==> src/rtl/ob_gw.sv <==
// ob_gw: order gateway with ingress command FIFO, single-outstanding engine dispatch FSM and egress response FIFO
// Ports:
//   clk, rst                 clock (rising edge) and asynchronous active-low reset
//   cmd_vld, cmd             command push into the ingress FIFO
//   cmd_full_r               registered back-pressure, asserted one entry before the FIFO is full
//   err_overflow_r           sticky: a command arrived while the ingress FIFO was full and was dropped
//   eng_vld, eng_cmd, eng_rdy  command offer handshake to the matching engine
//   eng_done, eng_reject     engine completion pulse and its reject qualifier
//   rsp_vld, rsp, rsp_accept egress FIFO head and pop
module ob_gw #(
    parameter int IN_N    = 8,
    parameter int OUT_N   = 4,
    parameter int UID_W   = 8,
    parameter int QTY_W   = 10,
    parameter int PRICE_W = 10,
    parameter int TIMEOUT = 64,
    localparam int CMD_W  = 2 + UID_W + QTY_W + PRICE_W,
    localparam int RSP_W  = 2 + UID_W
) (
    input  logic             clk,
    input  logic             rst,
    input  logic             cmd_vld,
    input  logic [CMD_W-1:0] cmd,
    output logic             cmd_full_r,
    output logic             err_overflow_r,
    output logic             eng_vld,
    output logic [CMD_W-1:0] eng_cmd,
    input  logic             eng_rdy,
    input  logic             eng_done,
    input  logic             eng_reject,
    output logic             rsp_vld,
    output logic [RSP_W-1:0] rsp,
    input  logic             rsp_accept
);
    localparam int IA   = $clog2(IN_N);
    localparam int IC   = IA + 1;
    localparam int OA   = $clog2(OUT_N);
    localparam int OC   = OA + 1;
    localparam int TW   = $clog2(TIMEOUT);
    localparam int INM1 = IN_N - 1;
    localparam int TM1  = TIMEOUT - 1;
    localparam logic [IA:0]   IN_FULL  = IN_N[IA:0];
    localparam logic [IA:0]   IN_SKID  = INM1[IA:0];
    localparam logic [OA:0]   OUT_FULL = OUT_N[OA:0];
    localparam logic [TW-1:0] T_LAST   = TM1[TW-1:0];
    localparam logic [1:0] IDLE = 2'd0, ISSUE = 2'd1, WAIT = 2'd2, RESP = 2'd3;
    localparam logic [1:0] ST_OK = 2'd0, ST_REJ = 2'd1, ST_NOP = 2'd2, ST_TO = 2'd3;
    localparam logic [1:0] OP_NOP = 2'd0, OP_CAN = 2'd3;

    logic [CMD_W-1:0] in_mem [IN_N];
    logic [IA-1:0]    in_wp, in_rp;
    logic [IA:0]      in_cnt, in_cnt_nxt;
    logic             in_push, in_pop;
    logic [CMD_W-1:0] head;
    logic [1:0]       head_op;
    logic             head_qty_zero;
    logic [RSP_W-1:0] out_mem [OUT_N];
    logic [OA-1:0]    out_wp, out_rp;
    logic [OA:0]      out_cnt;
    logic             out_push, out_pop;
    logic [1:0]       state, status;
    logic [CMD_W-1:0] hold;
    logic [TW-1:0]    timer;

    // a push at full is a drop even when the dispatcher pops in the same cycle
    assign in_push       = cmd_vld && in_cnt != IN_FULL;
    assign in_pop        = state == IDLE && in_cnt != '0;
    assign in_cnt_nxt    = in_cnt + IC'(in_push) - IC'(in_pop);
    assign head          = in_mem[in_rp];
    assign head_op       = head[CMD_W-1 -: 2];
    assign head_qty_zero = head[QTY_W+PRICE_W-1 -: QTY_W] == '0;

    assign eng_vld  = state == ISSUE;
    assign eng_cmd  = hold;
    assign out_push = state == RESP && out_cnt != OUT_FULL;
    assign out_pop  = rsp_vld && rsp_accept;
    assign rsp_vld  = out_cnt != '0;
    assign rsp      = out_mem[out_rp];

    always_ff @(posedge clk) begin
        if (in_push) in_mem[in_wp] <= cmd;
        if (out_push) out_mem[out_wp] <= {status, hold[CMD_W-3 -: UID_W]};
    end

    always_ff @(posedge clk or negedge rst) begin
        if (!rst) begin
            in_wp          <= '0;
            in_rp          <= '0;
            in_cnt         <= '0;
            cmd_full_r     <= 1'b0;
            err_overflow_r <= 1'b0;
        end else begin
            if (in_push) in_wp <= in_wp + IA'(1);
            if (in_pop) in_rp <= in_rp + IA'(1);
            in_cnt     <= in_cnt_nxt;
            cmd_full_r <= in_cnt_nxt >= IN_SKID;
            if (cmd_vld && !in_push) err_overflow_r <= 1'b1;
        end
    end

    always_ff @(posedge clk or negedge rst) begin
        if (!rst) begin
            out_wp  <= '0;
            out_rp  <= '0;
            out_cnt <= '0;
        end else begin
            if (out_push) out_wp <= out_wp + OA'(1);
            if (out_pop) out_rp <= out_rp + OA'(1);
            out_cnt <= out_cnt + OC'(out_push) - OC'(out_pop);
        end
    end

    always_ff @(posedge clk or negedge rst) begin
        if (!rst) begin
            state  <= IDLE;
            status <= ST_OK;
            hold   <= '0;
            timer  <= '0;
        end else begin
            case (state)
                IDLE: if (in_pop) begin
                    hold <= head;
                    if (head_op == OP_NOP) begin
                        state  <= RESP;
                        status <= ST_NOP;
                    end else if (head_op != OP_CAN && head_qty_zero) begin
                        state  <= RESP;
                        status <= ST_REJ;
                    end else begin
                        state <= ISSUE;
                    end
                end
                ISSUE: if (eng_rdy) begin
                    state <= WAIT;
                    timer <= '0;
                end
                WAIT: begin
                    timer <= timer + TW'(1);
                    // a completion in the timeout cycle takes priority over the timeout
                    if (eng_done) begin
                        state  <= RESP;
                        status <= eng_reject ? ST_REJ : ST_OK;
                    end else if (timer == T_LAST) begin
                        state  <= RESP;
                        status <= ST_TO;
                    end
                end
                RESP: if (out_push) state <= IDLE;
            endcase
        end
    end
endmodule

==> config.mk <==
export PLATFORM = sky130hd
export DESIGN_NAME = ob_gw
export DESIGN_NICKNAME = d
export VERILOG_FILES = /design/src/rtl/ob_gw.sv
export SDC_FILE = /design/constraint.sdc
export NUM_CORES = 1
export LEC_CHECK = 0
export CORE_ASPECT_RATIO = 1.5
export CORE_MARGIN = 10
export CORE_UTILIZATION = 55
export DETAILED_ROUTE_END_ITERATION = 7
export GPL_ROUTABILITY_DRIVEN = 0
export PLACE_DENSITY = 0.75
export SLEW_MARGIN = 20
export SYNTH_ARGS = -nofsm -noshare
export SYNTH_HDL_FRONTEND = slang
export SYNTH_SLANG_ARGS = --single-unit
==> constraint.sdc <==
create_clock -name clk -period 4.8 [get_ports clk]
set_clock_uncertainty 0.05 [all_clocks]
set_input_delay 1.2 -clock clk [delete_from_list [all_inputs] [get_ports clk]]
set_output_delay 1.2 -clock clk [all_outputs]
set_load 0.01 [all_outputs]
Word-level counts from Yosys, hierarchy flattened --
Memory sizes are Yosys's and may differ from the RTL's. Index checks and enable logic that the tools add are counted.
Word-level totals: word-level logic and storage cells 74, flip-flop bits (word level) 59, input port bits 37, bits in writable memories 280, output and inout bits 44, memories kept 2
Cells by class: eq/ne operators 12, mux-type cells 20, $add $sub $neg 9, reductions and logical operators 18, order comparisons 1
Memory list:
- in_mem | words 8, bits a word 30, rd ports 1, clocked after Yosys merged registers in 0, wr ports 1, line 50 | logic [CMD_W-1:0] in_mem [IN_N];
- out_mem | words 4, bits a word 10, rd ports 1, clocked after Yosys merged registers in 0, wr ports 1, line 57 | logic [RSP_W-1:0] out_mem [OUT_N];
Operators with widths (number):
- 2-bit two-way mux | 11
- 6-bit case mux with 2 select lines | 1
- 10-bit logical NOT | 1
- 2-bit case mux with 4 select lines | 1
- 4-bit AND reduction | 2
- 3-bit by 1-bit adder with 3-bit output, second input constant | 2
- 6-bit by 1-bit adder with 6-bit output, second input constant | 1
- 6-bit equality test, second input constant | 1
- 1-bit logical AND | 6
- 6-bit two-way mux | 1
- 2-bit != test, second input constant | 3
- 3-bit != test, second input constant | 2
- 1-bit two-way mux | 5
- 2-bit by 1-bit adder with 2-bit output, second input constant | 2
- 4-bit by 1-bit adder with 4-bit output | 1
- 2-bit equality test, second input constant | 2
- 4-bit by 3-bit greater-or-equal comparator with 1-bit output, second input constant | 1
- 2-bit logical NOT | 2
- 4-bit != test, second input constant | 1
- 2-bit case mux with 2 select lines | 1
- 2-bit AND reduction | 2
- 2-bit nonzero test | 2
- 4-bit nonzero test | 1
- 4-bit by 1-bit subtractor with 4-bit output | 1
- other kinds (7) | 7

Depth between registers and ports, before layout --
An unclocked memory read counts as a cell.
depth after elaboration 7, mapped depth 13, gate-level depth less buffers 12

Worst setup path before layout --
No wires, ideal clock.
path type input to register, start point input cmd_vld, end point memory in_mem[0][0] (netlist bit) (enable), arrival time 3.590 ns, library setup time 0.455 ns, path buffers 0, slack 0.706 ns, stages on the path 3, cell sequence and2_1 nand2b_1 nor3_1
Between the ends: word-level cells in the longest chain between the ends 3
RTL lines:
- from (decl) | line 22 | input logic cmd_vld,
- 1-bit logical AND | line 66 | assign in_push = cmd_vld && in_cnt != IN_FULL;
- 1-bit two-way mux | line 81 | if (in_push) in_mem[in_wp] <= cmd;
- 1-bit two-way mux (implied by the code) | line 81
- to (decl) | line 50
Every way passes these cells.

Worst setup path in the final report --
start point register out_rp[0], end point output rsp[3]
Between the ends: word-level cells in the longest chain between the ends 1
RTL lines:
- from (decl) | line 58 | logic [OA-1:0] out_wp, out_rp;
- from (signal assigned) | line 108 | if (out_pop) out_rp <= out_rp + OA'(1);
- memory 4 x 10 bit
- to (decl) | line 32 | output logic [RSP_W-1:0] rsp,
Every way passes these cells.

==> impl_metrics.py <==
metrics = {
    "timing": {
        "tightest_slew_ns": 1.05,
        "max_clock_freq_mhz": 274,
        "period_minus_slack_ns": 3.64,
        "rsz0062_at_grt": "false",
        "setup-violations-final": 0,
        "drv_slew": 0,
        "fin_crit_sh_pct": 75.9,
        "finalSetupTns_ns": 0,
        "slew_headroom_pct": 29.9,
        "hold_viol_final": 0,
        "fin_hold_ws_ns": 0.429,
    },
    "clock_tree": {
        "numCtsBuffers": 30,
        "cts.sinks": 339,
        "cts_tree": "done",
        "clkSlewWorstSetupHoldPaths_ns": 0.07,
        "cts_buffer_depth": 3,
        "clk-insertion-delay-late_ns": 0.55,
        "postCtsResizedCells": 0,
        "cts_hold_repair.buffers": 0,
        "h-tree-depth": 1,
        "post-cts-setup-buffers": 0,
        "cts-root-buf": "clkbuf_16",
    },
    "yosys": {
        "synthArstFlopShare_pct": 17.4,
        "synth_edf_count": 280,
        "syn_avg_cell_area_um2": 19.5,
        "syn_area_mm2": 0.0132,
        "synthCells": 675,
        "synth.distinct_cells": 42,
        "yosys_warnings": 0,
        "synth-main-ff-cell": "edfxtp_1",
        "seq_area_frac_synth_pct": 75.1,
        "yosys_register_bits": 339,
        "synth_nets": 733,
    },
    "setup_path": {
        "critPathKind": "flop to primary output",
        "setup.worst_path.end_class": "primary output",
        "crit_family": "flip-flops",
        "arrival_ns": 2.39,
        "path_max_fanout": 12,
        "r2r_setup_slack_ns": 1.70,
        "path_buf_inv": 1,
        "crit_path_max_incr_delay_ns": 0.77,
        "cp_data_required_time_ns": 3.55,
        "crit_chain": "mux4_2, clkdlybuf4s50_1",
        "crit_path_start_kind": "flop",
        "slowest_stage": "dfrtp_1",
    },
    "detailed_routing": {
        "wire_per_inst_um": 22.3,
        "wirelength_um": 24800,
        "postRouteAntennaNets": 0,
        "drt_iter0_drc": 398,
        "drt-vias-per-instance": 5.66,
        "drc_errors": 0,
        "firstDrtPassIters": 4,
        "vias": 6295,
    },
    "floorplanning": {
        "fp.dieW_um": 146,
        "dieArea_mm2": 0.0306,
        "start_util_pct": 55.6,
        "die_y_um": 209,
        "pin_count": 81,
        "core_mm2": 0.0237,
        "core.rowCount": 69,
    },
    "final_layout": {
        "syn_to_final_growth_pct": 17.6,
        "final_common_cell": "edfxtp_1",
        "fin_util_pct": 65.4,
        "num-fill-cells": 1588,
        "final_cell_mix": "280 x edfxtp_1, 79 x clkdlybuf4s50_1, 66 x mux4_2",
        "postLayoutCellArea_mm2": 0.0155,
        "diodes": 0,
        "drive_above_1_share_pct": 17.6,
        "nNetsFinal": 828,
    },
    "worst_hold_path": {
        "min_path_type": "flop to flop",
    },
    "flow_run": {
        "maxCapViolCount": 0,
    },
    "grt": {
        "global_route.usage.total_pct": 16.2,
        "antenna_found_initial": 0,
        "overflow": 0,
        "grt_pass1_wl_um": 39400,
        "grt_max_degree": 60,
        "grt_pass1_vias": 6931,
    },
    "power": {
        "static-leakage-power_nw": 5.34,
        "p_comb_share_pct": 28.5,
        "intPower_mw": 6.92,
        "vdd_drop_max_mv": 0.311,
        "netSwitchingFraction_pct": 30.1,
        "power_mw": 9.90,
        "p_seq_share_pct": 44.6,
        "power_switching_mw": 2.98,
        "power_density_mw_per_mm2": 640,
        "clkPwrFrac_pct": 26.8,
    },
    "placed_design": {
        "postPlaceCellArea_mm2": 0.0143,
        "hpwl_um": 15500,
        "numPortBuffers": 80,
    },
    "status": {
        "outcome": "complete, no violations",
    },
}
[power by group through the flow]
stage               logic, mW  registers (mW)  clock network (mW)
floorplan                2.06            4.19                   0
global placement         2.73            4.43                   0
detailed placement       2.84            4.49                   0
CTS                      2.86            4.44                2.70
global route             3.08            4.52                2.81
finish                   2.82            4.42                2.65
[registers in the layout, indices dropped and copies added (netlist names), 3 cells and up]
| signal | cells |
|---|---|
| in_rp | 3 |
| in_wp | 3 |
| in_cnt | 4 |
| timer | 6 |
| out_cnt | 3 |
| eng_cmd | 30 |
| out_mem | 40 |
| in_mem | 240 |
[cell families (layout without fill, tap and decap cells)]
| group | after synthesis | after routing | synth area share (%) |
|---|---|---|---|
| flip-flops | 339 | 339 | 75.1 |
| multiplexers | 105 | 105 | 14.3 |
| AND/OR/NAND/NOR | 98 | 98 | 3.26 |
| AO/OA/AOI/OAI | 56 | 56 | 2.75 |
| buffers and inverters | 44 | 163 | 1.65 |
| adder cells (fa/ha/maj) | 21 | 21 | 2.11 |
| XOR/XNOR | 12 | 12 | 0.799 |
[area by class of cell]
cell class	count	area [µm²]	area share (%)
Sequential cell	339	9890	64.0
Multi-Input combinational cell	292	3110	20.1
Timing Repair Buffer	89	883	5.71
Clock buffer	33	783	5.06
Tap cell	319	399	2.58
Clock inverter	23	333	2.15
Inverter	18	67.6	0.437
[final timing paths]
path / from / endpoint / cells after the start
min in group asynchronous: rst / timer[4]$_DFFE_PN0P_ / 1
worst max-delay path: out_rp[0]$_DFFE_PN0P_ / rsp[3] / 2
worst min register to register: err_overflow_r$_DFFE_PN0P_ / err_overflow_r$_DFFE_PN0P_ / 1
max in group asynchronous: rst / in_rp[0]$_DFFE_PN0P_ / 2
worst min-delay path: err_overflow_r$_DFFE_PN0P_ / err_overflow_r$_DFFE_PN0P_ / 1
worst max register to register: in_rp[1]$_DFFE_PN0P_ / status[0]$_DFFE_PN0P_ / 6
[cells in the mapped netlist (all sizes together) (2+ instances only)]
| cell | instances | area, µm² |
|---|---|---|
| o31ai | 3 | 22.5 |
| edfxtp | 280 | 8410 |
| and3 | 2 | 12.5 |
| clkbuf | 10 | 37.5 |
| nand2b | 5 | 31.3 |
| nor3 | 3 | 15.0 |
| a31o | 2 | 17.5 |
| mux2i | 37 | 370 |
| mux4 | 66 | 1490 |
| ha | 19 | 238 |
| o2111a | 3 | 33.8 |
| and2 | 7 | 43.8 |
| buf | 16 | 113 |
| xor2 | 5 | 43.8 |
| nor2b | 2 | 12.5 |
| dfrtp | 59 | 1480 |
| fa | 2 | 40.0 |
| mux2 | 2 | 22.5 |
| nand2 | 28 | 105 |
| a21o | 2 | 15.0 |
| nor2 | 44 | 165 |
| inv | 17 | 63.8 |
| o21ai | 6 | 30.0 |
| xnor2 | 7 | 61.3 |
| nand3 | 5 | 25.0 |
| a22o | 6 | 52.6 |
| a21oi | 29 | 145 |
[metrics by stage]
stage / cells / setup slack (ns)
after floorplan: 675 / 0.706
after global placement: 1056 / 1.28
after detailed placement: 1056 / 1.22
after CTS: 1112 / 1.09
after global routing: 1113 / 0.981
final: 1113 / 1.16
[worst reg2reg max path, delay by kind of cell (launching register included)]
family / cells / cell delay [ns]
AO/OA/AOI/OAI: 2 / 0.45
flip-flops: 1 / 0.90
multiplexers: 3 / 1.31
AND/OR/NAND/NOR: 1 / 0.28
[layer usage]
metal | global-route usage, % | wire [µm]
met5 | 0 | 0
met4 | 4.47 | 507
met3 | 2.61 | 1170
met2 | 29.4 | 13500
met1 | 19.5 | 9650
No activity file was read; power rests on OpenSTA's default activity.
